[config.mk]
export PLATFORM = sky130hd
export DESIGN_NAME = maxpool_2_mram_writer
export DESIGN_NICKNAME = d
export VERILOG_FILES = /design/src/rtl/maxpool_2_mram_writer.sv
export SDC_FILE = /design/constraint.sdc
export NUM_CORES = 1
export LEC_CHECK = 0
export CORE_MARGIN = 2
export CORE_UTILIZATION = 63
export CTS_CLUSTER_SIZE = 10
export DETAILED_ROUTE_END_ITERATION = 10
export PLACE_DENSITY = 0.89
export SYNTH_ARGS = -nofsm -noshare
export SYNTH_HDL_FRONTEND = slang
export SYNTH_SLANG_ARGS = --single-unit
[constraint.sdc]
create_clock -name clk -period 9.98 [get_ports clk]
set_clock_uncertainty 0.05 [all_clocks]
set_input_delay 2.994 -clock clk [delete_from_list [all_inputs] [get_ports clk]]
set_output_delay 2.994 -clock clk [all_outputs]
set_load 0.01 [all_outputs]
[src/rtl/maxpool_2_mram_writer.sv]
// 2x2/stride-2 signed max-pool writer: pools a row-major conv-2 pixel stream and packs results into MRAM port-A words.
// Build option: define MAXPOOL2_RELU_EN to clamp negative pooled values to zero before packing.
module maxpool_2_mram_writer #(
    parameter int         IN_W      = 26,
    parameter int         IN_H      = 26,
    parameter int         CHANNELS  = 8,
    parameter logic [9:0] BASE_ADDR = 10'd0
) (
    input  logic        clk,
    input  logic        resetn,
    input  logic        start,
    input  logic [7:0]  pix_in,
    input  logic        pix_valid,
    output logic        pix_ready,
    output logic [9:0]  mram_addr_a,
    output logic [31:0] mram_din_a,
    output logic        mram_en_a,
    output logic [3:0]  mram_we_a,
    output logic        busy,
    output logic        done,
    output logic [15:0] out_count
);

    localparam int CW       = $clog2(IN_W);
    localparam int RW       = $clog2(IN_H);
    localparam int CHW      = (CHANNELS > 1) ? $clog2(CHANNELS) : 1;
    localparam int LB_DEPTH = IN_W / 2;
    localparam int LBW      = (LB_DEPTH > 1) ? $clog2(LB_DEPTH) : 1;

    localparam logic [CW-1:0]  COL_LAST = CW'(IN_W - 1);
    localparam logic [RW-1:0]  ROW_LAST = RW'(IN_H - 1);
    localparam logic [CHW-1:0] CH_LAST  = CHW'(CHANNELS - 1);

    typedef enum logic [1:0] {
        S_IDLE,
        S_RUN,
        S_FLUSH,
        S_DONE
    } state_t;

    state_t            state;
    logic [CW-1:0]     col;
    logic [RW-1:0]     row;
    logic [CHW-1:0]    ch;
    logic [1:0]        lane;
    logic [9:0]        word_idx;
    logic [23:0]       pack;
    logic signed [7:0] h_reg;
    logic signed [7:0] lbuf [LB_DEPTH];

    logic              accept;
    logic              emit;
    logic              last_pix;
    logic [LBW-1:0]    lb_idx;
    logic signed [7:0] pix;
    logic signed [7:0] h_max;
    logic signed [7:0] pool_raw;
    logic [7:0]        pooled;
    logic [1:0]        lane_next;

    function automatic logic signed [7:0] smax(input logic signed [7:0] a,
                                               input logic signed [7:0] b);
        return (a > b) ? a : b;
    endfunction

    // pix_ready is high exactly while in RUN, so it doubles as the handshake gate.
    assign accept    = pix_valid && pix_ready;
    assign pix       = signed'(pix_in);
    assign lb_idx    = LBW'(col >> 1);
    assign h_max     = smax(h_reg, pix);
    assign pool_raw  = smax(lbuf[lb_idx], h_max);
    assign emit      = accept && row[0] && col[0];
    assign last_pix  = (col == COL_LAST) && (row == ROW_LAST) && (ch == CH_LAST);
    assign lane_next = emit ? lane + 2'd1 : lane;

`ifdef MAXPOOL2_RELU_EN
    assign pooled = pool_raw[7] ? 8'd0 : pool_raw;
`else
    assign pooled = pool_raw;
`endif

    // Even rows stash the horizontal pair max; odd rows read it back at the same column pair.
    always_ff @(posedge clk) begin
        if (accept && !row[0] && col[0]) begin
            lbuf[lb_idx] <= h_max;
        end
    end

    always_ff @(posedge clk) begin
        if (!resetn) begin
            state       <= S_IDLE;
            col         <= '0;
            row         <= '0;
            ch          <= '0;
            lane        <= 2'd0;
            word_idx    <= 10'd0;
            pack        <= 24'd0;
            h_reg       <= 8'sd0;
            pix_ready   <= 1'b0;
            mram_addr_a <= 10'd0;
            mram_din_a  <= 32'd0;
            mram_en_a   <= 1'b0;
            mram_we_a   <= 4'd0;
            busy        <= 1'b0;
            done        <= 1'b0;
            out_count   <= 16'd0;
        end else begin
            mram_en_a <= 1'b0;
            mram_we_a <= 4'd0;
            done      <= 1'b0;
            case (state)
                S_IDLE: begin
                    if (start) begin
                        state     <= S_RUN;
                        col       <= '0;
                        row       <= '0;
                        ch        <= '0;
                        lane      <= 2'd0;
                        word_idx  <= 10'd0;
                        pack      <= 24'd0;
                        out_count <= 16'd0;
                        pix_ready <= 1'b1;
                        busy      <= 1'b1;
                    end
                end

                S_RUN: begin
                    if (accept) begin
                        if (!col[0]) begin
                            h_reg <= pix;
                        end

                        if (col == COL_LAST) begin
                            col <= '0;
                            if (row == ROW_LAST) begin
                                row <= '0;
                                ch  <= ch + CHW'(1);
                            end else begin
                                row <= row + RW'(1);
                            end
                        end else begin
                            col <= col + CW'(1);
                        end

                        if (emit) begin
                            out_count <= out_count + 16'd1;
                            lane      <= lane_next;
                            case (lane)
                                2'd0: pack[7:0]   <= pooled;
                                2'd1: pack[15:8]  <= pooled;
                                2'd2: pack[23:16] <= pooled;
                                default: begin
                                    mram_en_a   <= 1'b1;
                                    mram_we_a   <= 4'hF;
                                    mram_addr_a <= BASE_ADDR + word_idx;
                                    mram_din_a  <= {pooled, pack};
                                    word_idx    <= word_idx + 10'd1;
                                    pack        <= 24'd0;
                                end
                            endcase
                        end

                        if (last_pix) begin
                            pix_ready <= 1'b0;
                            if (lane_next != 2'd0) begin
                                state <= S_FLUSH;
                            end else begin
                                state <= S_DONE;
                                busy  <= 1'b0;
                                done  <= 1'b1;
                            end
                        end
                    end
                end

                S_FLUSH: begin
                    // Unfilled lanes of pack are already zero because pack is cleared after each full word.
                    mram_en_a   <= 1'b1;
                    mram_addr_a <= BASE_ADDR + word_idx;
                    mram_din_a  <= {8'd0, pack};
                    case (lane)
                        2'd1:    mram_we_a <= 4'b0001;
                        2'd2:    mram_we_a <= 4'b0011;
                        default: mram_we_a <= 4'b0111;
                    endcase
                    word_idx <= word_idx + 10'd1;
                    lane     <= 2'd0;
                    pack     <= 24'd0;
                    state    <= S_DONE;
                    busy     <= 1'b0;
                    done     <= 1'b1;
                end

                default: begin
                    state <= S_IDLE;
                end
            endcase
        end
    end

endmodule

; ---- Word level (Yosys, flattened, before mapping)
; Memories as Yosys holds them, arrays and structs flattened. A register that Yosys moved wholly into a read port is not among the register bits.
; Index checks and enable logic that the tools add are counted.
[totals]
ram_bits = 104
register_bits = 125
inputBits = 12
n_memories = 1
[memory_table]
columns = name, words, word_bits, read_ports, rd_ports_with_merged_regs, wr, line_no
row1 = lbuf, 13, 8, 1, 1, 1, 49  ; logic signed [7:0] lbuf [LB_DEPTH];
[classes]
n_reduce_logical = 32
magnitude_cmp = 2
add_sub_neg = 6
eq_ne = 18
n_mux = 74
bitwise_logic = 1
[ops]
columns = operator, count
row1 = 2-to-1 mux 32 bit, 3
row2 = 2-to-1 mux 24 bit, 3
row3 = one-hot mux 24 bit (3 select lines), 1
row4 = 2-to-1 mux 10 bit, 7
row5 = one-hot mux 32 bit (2 select lines), 1
row6 = 2-to-1 mux 16 bit, 3
row7 = one-hot mux 8 bit (2 select lines), 3
row8 = one-hot mux 16 bit (2 select lines), 1
row9 = 2-to-1 mux 5 bit, 6
row10 = one-hot mux 10 bit (3 select lines), 1
row11 = AND reduction 5 bit, 6
row12 = inequality test 2 bit (second input constant), 11
row13 = 2-to-1 mux 4 bit, 5
row14 = one-hot mux 10 bit (2 select lines), 1
row15 = one-hot mux 5 bit (2 select lines), 2
row16 = AND reduction 4 bit, 5
row17 = adder 16 x 1 -> 16 bit (second input constant), 1
row18 = greater-than comparator 8 bit, 2
row19 = 2-to-1 mux 8 bit, 2
row20 = 2-to-1 mux 1 bit, 15
row21 = 2-to-1 mux 2 bit, 7
row22 = 2-to-1 mux 3 bit, 4
row23 = one-hot mux 2 bit (3 select lines), 2
row24 = one-hot mux 3 bit (2 select lines), 2
row25 = other kinds (20), 39

; ---- Depth between registers and ports, before layout
[depth]
depth_word = 9
mapped_depth = 17
ltp_nobuf = 17

; ---- Least setup slack after synthesis
; No wires, ideal clock.
[synth_timing]
path_type = input-to-reg
start = input port pix_in[3]
end = register mram_din_a[25]
required_ns = 9.813
t_arrival_ns = 6.418
setup_slack_ns = 3.394
path_buffers = 0
cell_stages = 15
setup_ns = 0.117
cell_sequence = inv_1 > ha_1 > and4_1 > nor2b_1 > a211oi_2 > nor2_2 > o21ai_0 > ha_1 > inv_1 > o211a_1 > a2111oi_4 > o21ai_1 > nand3_4 > mux2_4 > a32o_1
[synth_via]
elab_chain_cells = 8
[synth_lines]
columns = element, line_no
row1 = from (decl), 12  ; input logic [7:0] pix_in,
row2 = greater-than comparator 8 bit, 63  ; return (a > b) ? a : b;
row3 = 2-to-1 mux 8 bit, 63
row4 = net h_max[0], 56  ; logic signed [7:0] h_max;
row5 = greater-than comparator 8 bit, 63
row6 = 2-to-1 mux 8 bit, 63
row7 = 2-to-1 mux 32 bit, 148  ; case (lane)
row8 = 2-to-1 mux 32 bit, 145  ; if (emit) begin
row9 = 2-to-1 mux 32 bit, 128  ; if (accept) begin
row10 = one-hot mux 32 bit (2 select lines), 111  ; case (state)
row11 = to (signal assigned), 156  ; mram_din_a <= {pooled, pack};
row12 = to (signal assigned), 180  ; mram_din_a <= {8'd0, pack};
row13 = to (decl), 16  ; output logic [31:0] mram_din_a,
; The timed path passes the listed nets, and every way through them passes these cells. The select of a mux whose other input is x is not followed.
; A chain may end at the register's enable or synchronous reset.

; ---- Worst setup path after layout
[layout_timing]
start = input port pix_in[5]
end = register mram_din_a[31]
[layout_via]
elab_chain_cells = 8
[layout_lines]
columns = element, line_no
row1 = greater-than comparator 8 bit, 63
row2 = 2-to-1 mux 8 bit *, 63
row3 = net h_max[5], 56
row4 = greater-than comparator 8 bit *, 63
row5 = 2-to-1 mux 8 bit *, 63
row6 = 2-to-1 mux 32 bit *, 148
row7 = 2-to-1 mux 32 bit *, 145
row8 = 2-to-1 mux 32 bit *, 128
row9 = one-hot mux 32 bit (2 select lines) *, 111
; Mark *: on every way through the listed nets, which the timed path passes. The rest lies on a longest branch. The select of a mux whose other input is x is not followed.

==> summary by stage <==
Outcome
The flow ran to the end, and the final reports show no timing, DRC or antenna violations.

Timing
The number of hold violations in the final report is 0. The clock period could shrink to between 7 and 8 ns. The slew at the pin closest to its max-slew limit is 1.19 ns. The total of endpoints with negative setup slack in the final report is 0.

The max-slew violation count was 0. The final hold slack is just over 0.4 ns. The highest clock frequency the design can meet is 142 MHz. Of the available clock period, the critical path in the final layout requires 70.6%. Setup repair after global routing left no endpoint under its margin. Summed over all failing endpoints, the final setup total negative slack is 0 ns. The headroom to the max-slew limit is 20.3%.

Yosys
Summing the areas of all xor and xnor instances in the mapped netlist gives about 2.0% of the synthesized area. The biggest area contributor in the post-synthesis netlist is edfxtp_1. The dominant combinational cell family by area after synthesis is simple AND/OR/NAND/NOR gates. The post-synthesis cell count is 853.

The synthesized design contains 232 register bits. The share of synthesized registers carrying an async set or reset is 0%. The complex-gate fraction of the synthesized area is 11.2%.

Summed over its instances, the top area cell type makes up 31.6% of the synthesized netlist area. Of the total synthesized cell area, the portion taken by AND, OR, NAND and NOR gates is between 10% and 20%. For this run, the register share of the synthesized area comes to between 50% and 60%.

Counting distinct cell types in the post-synthesis netlist gives 60. A synthesized cell averages 11.6 um^2. The proportion of synthesized area in mux cells is 8.98%. The number of warnings printed during yosys synthesis is 0. Of the total synthesized cell area, the portion taken by full adders, half adders and majority gates is approximately 3.8%. The commonest register cell after synthesis is dfxtp_1. The number of flops mapped to enable cells by yosys is roughly 100. Counting every net in the synthesized netlist gives 895. The cell area after synthesis is 0.00987 mm^2. Ranked by total cell area, the synthesized netlist is headed by edfxtp_1, dfxtp_1, mux4_2, nand2_1, a21boi_0.

Setup path
The element type at the critical path end is a flop. The path type of the worst setup path is input pin to flop. The worst setup path is launched from an input pin. The required time at the endpoint of the critical path is between 10 and 15 ns.

The slowest stage of the critical path is the a2111oi_0 cell. The critical path goes through clkdlybuf4s50_1 > inv_1 > ha_1 > a21o_1 > a2111oi_0 > a211oi_2 > nor2_2 > mux2_2 > inv_1 > ha_1 > a21o_1 > a21oi_1 > a21oi_1 > nand3_4 > mux2_4 > a32o_1. The slack of the worst reg-to-reg path is between 5 and 6 ns. The largest fanout on the critical path is 15. STA puts the critical path data arrival time at 7.40 ns. The stage delay of the slowest cell on the critical path is 0.57 ns.

Routing
The final route contains around 7,000 vias. After the first detailed-routing iteration, the DRC count stood at 705. The first detailed-routing pass ran for 5 iterations. In the routed design, unresolved DRC markers number 0. The wire length per cell after detailed routing is 20.3 um. Once detail routing completed, the nets flagged for antenna violations numbered 0. Dividing the detail-routed via count by the number of cells gives around 6.2. The final routed wirelength across all metal layers is 23,400 um.

Clocking
CTS built an H-tree with a depth of 1. The clock latency on the worst-skew pair is 0.53 ns. Clock-pin slew was measured on the worst setup and hold paths at 0.05 ns. The number of hold buffers added after CTS was 0. The clock passes through at most 3 buffers. Clock tree synthesis selected as its root buffer the cell clkbuf_16. Post-CTS repair changed the size of 0 cells. In this run the post-CTS setup repair buffer count came out at 0. For this design, the sink count on the clock tree is approximately 230. The TritonCTS buffer count is 27.

The clock tree from TritonCTS is built.

Cells and area
The total inserted antenna cells is 0. For this run, the post-layout net count is 974. The largest register by flop count is lbuf. The flip-flop count of the largest register, all copies and words added is 104. The relative area change from synthesis to final layout is 17.3%. The largest registers in the layout are lbuf x104, mram_din_a x32, pack x24. Of the cells placed in the final design, the portion with a size suffix greater than 1 is roughly 8.4%.

Leaving out fill and tap cells, the most frequent cell in the layout is nand2_1. In the layout the commonest cells are nand2_1, dfxtp_1, edfxtp_1.

Die
The floorplan die area is 0.0167 mm^2. The height of the die is between 100 and 150 um. The area of the core is 0.0153 mm^2. Once the floorplan was initialized, standard cells occupied 64.7% of the core. The width of the chip is 129 um. Pin placement for this block handled 78 I/O pins. The cell row count is 45.

GRT
The initial antenna violation count came to 0. The number of global-route vias before repair is 6,941. The largest net degree at the start of global routing is 84. The first-pass GRT wire length is 36,800 um. Global routing used 28.4% of the available tracks across all layers. Global routing finished with a remaining overflow of 0.

Power and ir drop
The sum of internal, switching and leakage power is 2320 uW. Summed over all cells, the static leakage comes to 0.00399 uW. VDD sags by at most ~0.12 mV. In this run the power density over the cells is 200 mW/mm^2.

Place
Port buffering added 77 buffers. The HPWL after detailed placement is 14,300 um. Routability-driven placement finished with a final weighted congestion of 0.897.

Worst hold path
The worst hold path belongs to the class flop to flop.

Flow run
The count of max-cap constraint violations is 0.
==> critical path, delay by kind of cell <==
family          cells  cell delay [ns]
simple gates        2             0.59
buf+inv             3             0.65
compound gates      7             1.79
fa+ha+maj           2             0.54
mux                 2             0.84
==> metal layers <==
layer	GRT usage (%)	wire, um	share of wire [%]
met5	0	0	0
met4	12.3	994	4.2
met3	4.29	1730	7.4
met2	49.1	11600	50
met1	35.9	9050	39
==> cells in the mapped netlist, types with 15 or more instances <==
cell type and count:
a21boi_0 51, a21oi_1 19, clkbuf_1 28, dfxtp_1 128, edfxtp_1 104, ha_1 30
inv_1 34, mux4_2 24, nand2_1 140, nand3_1 22, nor2_1 54, nor2b_1 15
o21ai_0 39, xor2_1 18
==> final timing paths <==
path | from | to | cells past startpoint
setup / recovery | pix_in[5] | mram_din_a[31]$_SDFFE_PN0P_ | 16
setup reg to reg | h_reg[5]$_SDFFE_PN0P_ | mram_din_a[31]$_SDFFE_PN0P_ | 14
hold / removal | pack[2]$_SDFFE_PN0P_ | pack[2]$_SDFFE_PN0P_ | 2
hold reg to reg | pack[2]$_SDFFE_PN0P_ | pack[2]$_SDFFE_PN0P_ | 2
==> kinds of logic after synthesis <==
group	after synthesis
AND/OR/NAND/NOR	293
flip-flops	232
AO/OA/AOI/OAI	161
buffers and inverters	68
multiplexers	47
adder cells (fa/ha/maj)	30
XOR/XNOR	22
==> where the power goes <==
group | leakage (uW) | switching [uW] | internal, uW
logic | 0.00165 | 280 | 124
clock network | 0.000363 | 354 | 501
registers | 0.00198 | 25.7 | 1030
==> metrics by stage <==
step / area, um^2 / setup slack [ns] / std cells / utilization, %
after floorplan: 9870 / 3.39 / 853 / -
after global placement: 10800 / 2.68 / 1114 / 71.0
after detailed placement: 10800 / 2.49 / 1114 / 71.0
after CTS: 11600 / 3.03 / 1156 / 75.9
after global routing: 11600 / 2.69 / 1156 / 75.9
final: 11600 / 2.94 / 1156 / 75.9
==> cell type report <==
| type | instances | area [um^2] |
|---|---|---|
| Clock buffer | 40 | 734 |
| Clock inverter | 2 | 15.0 |
| Fill cell | 896 | 3680 |
| Inverter | 34 | 128 |
| Multi-Input combinational cell | 553 | 3940 |
| Sequential cell | 232 | 5690 |
| Tap cell | 211 | 264 |
| Timing Repair Buffer | 84 | 818 |
(Power assumes the default switching activity.)
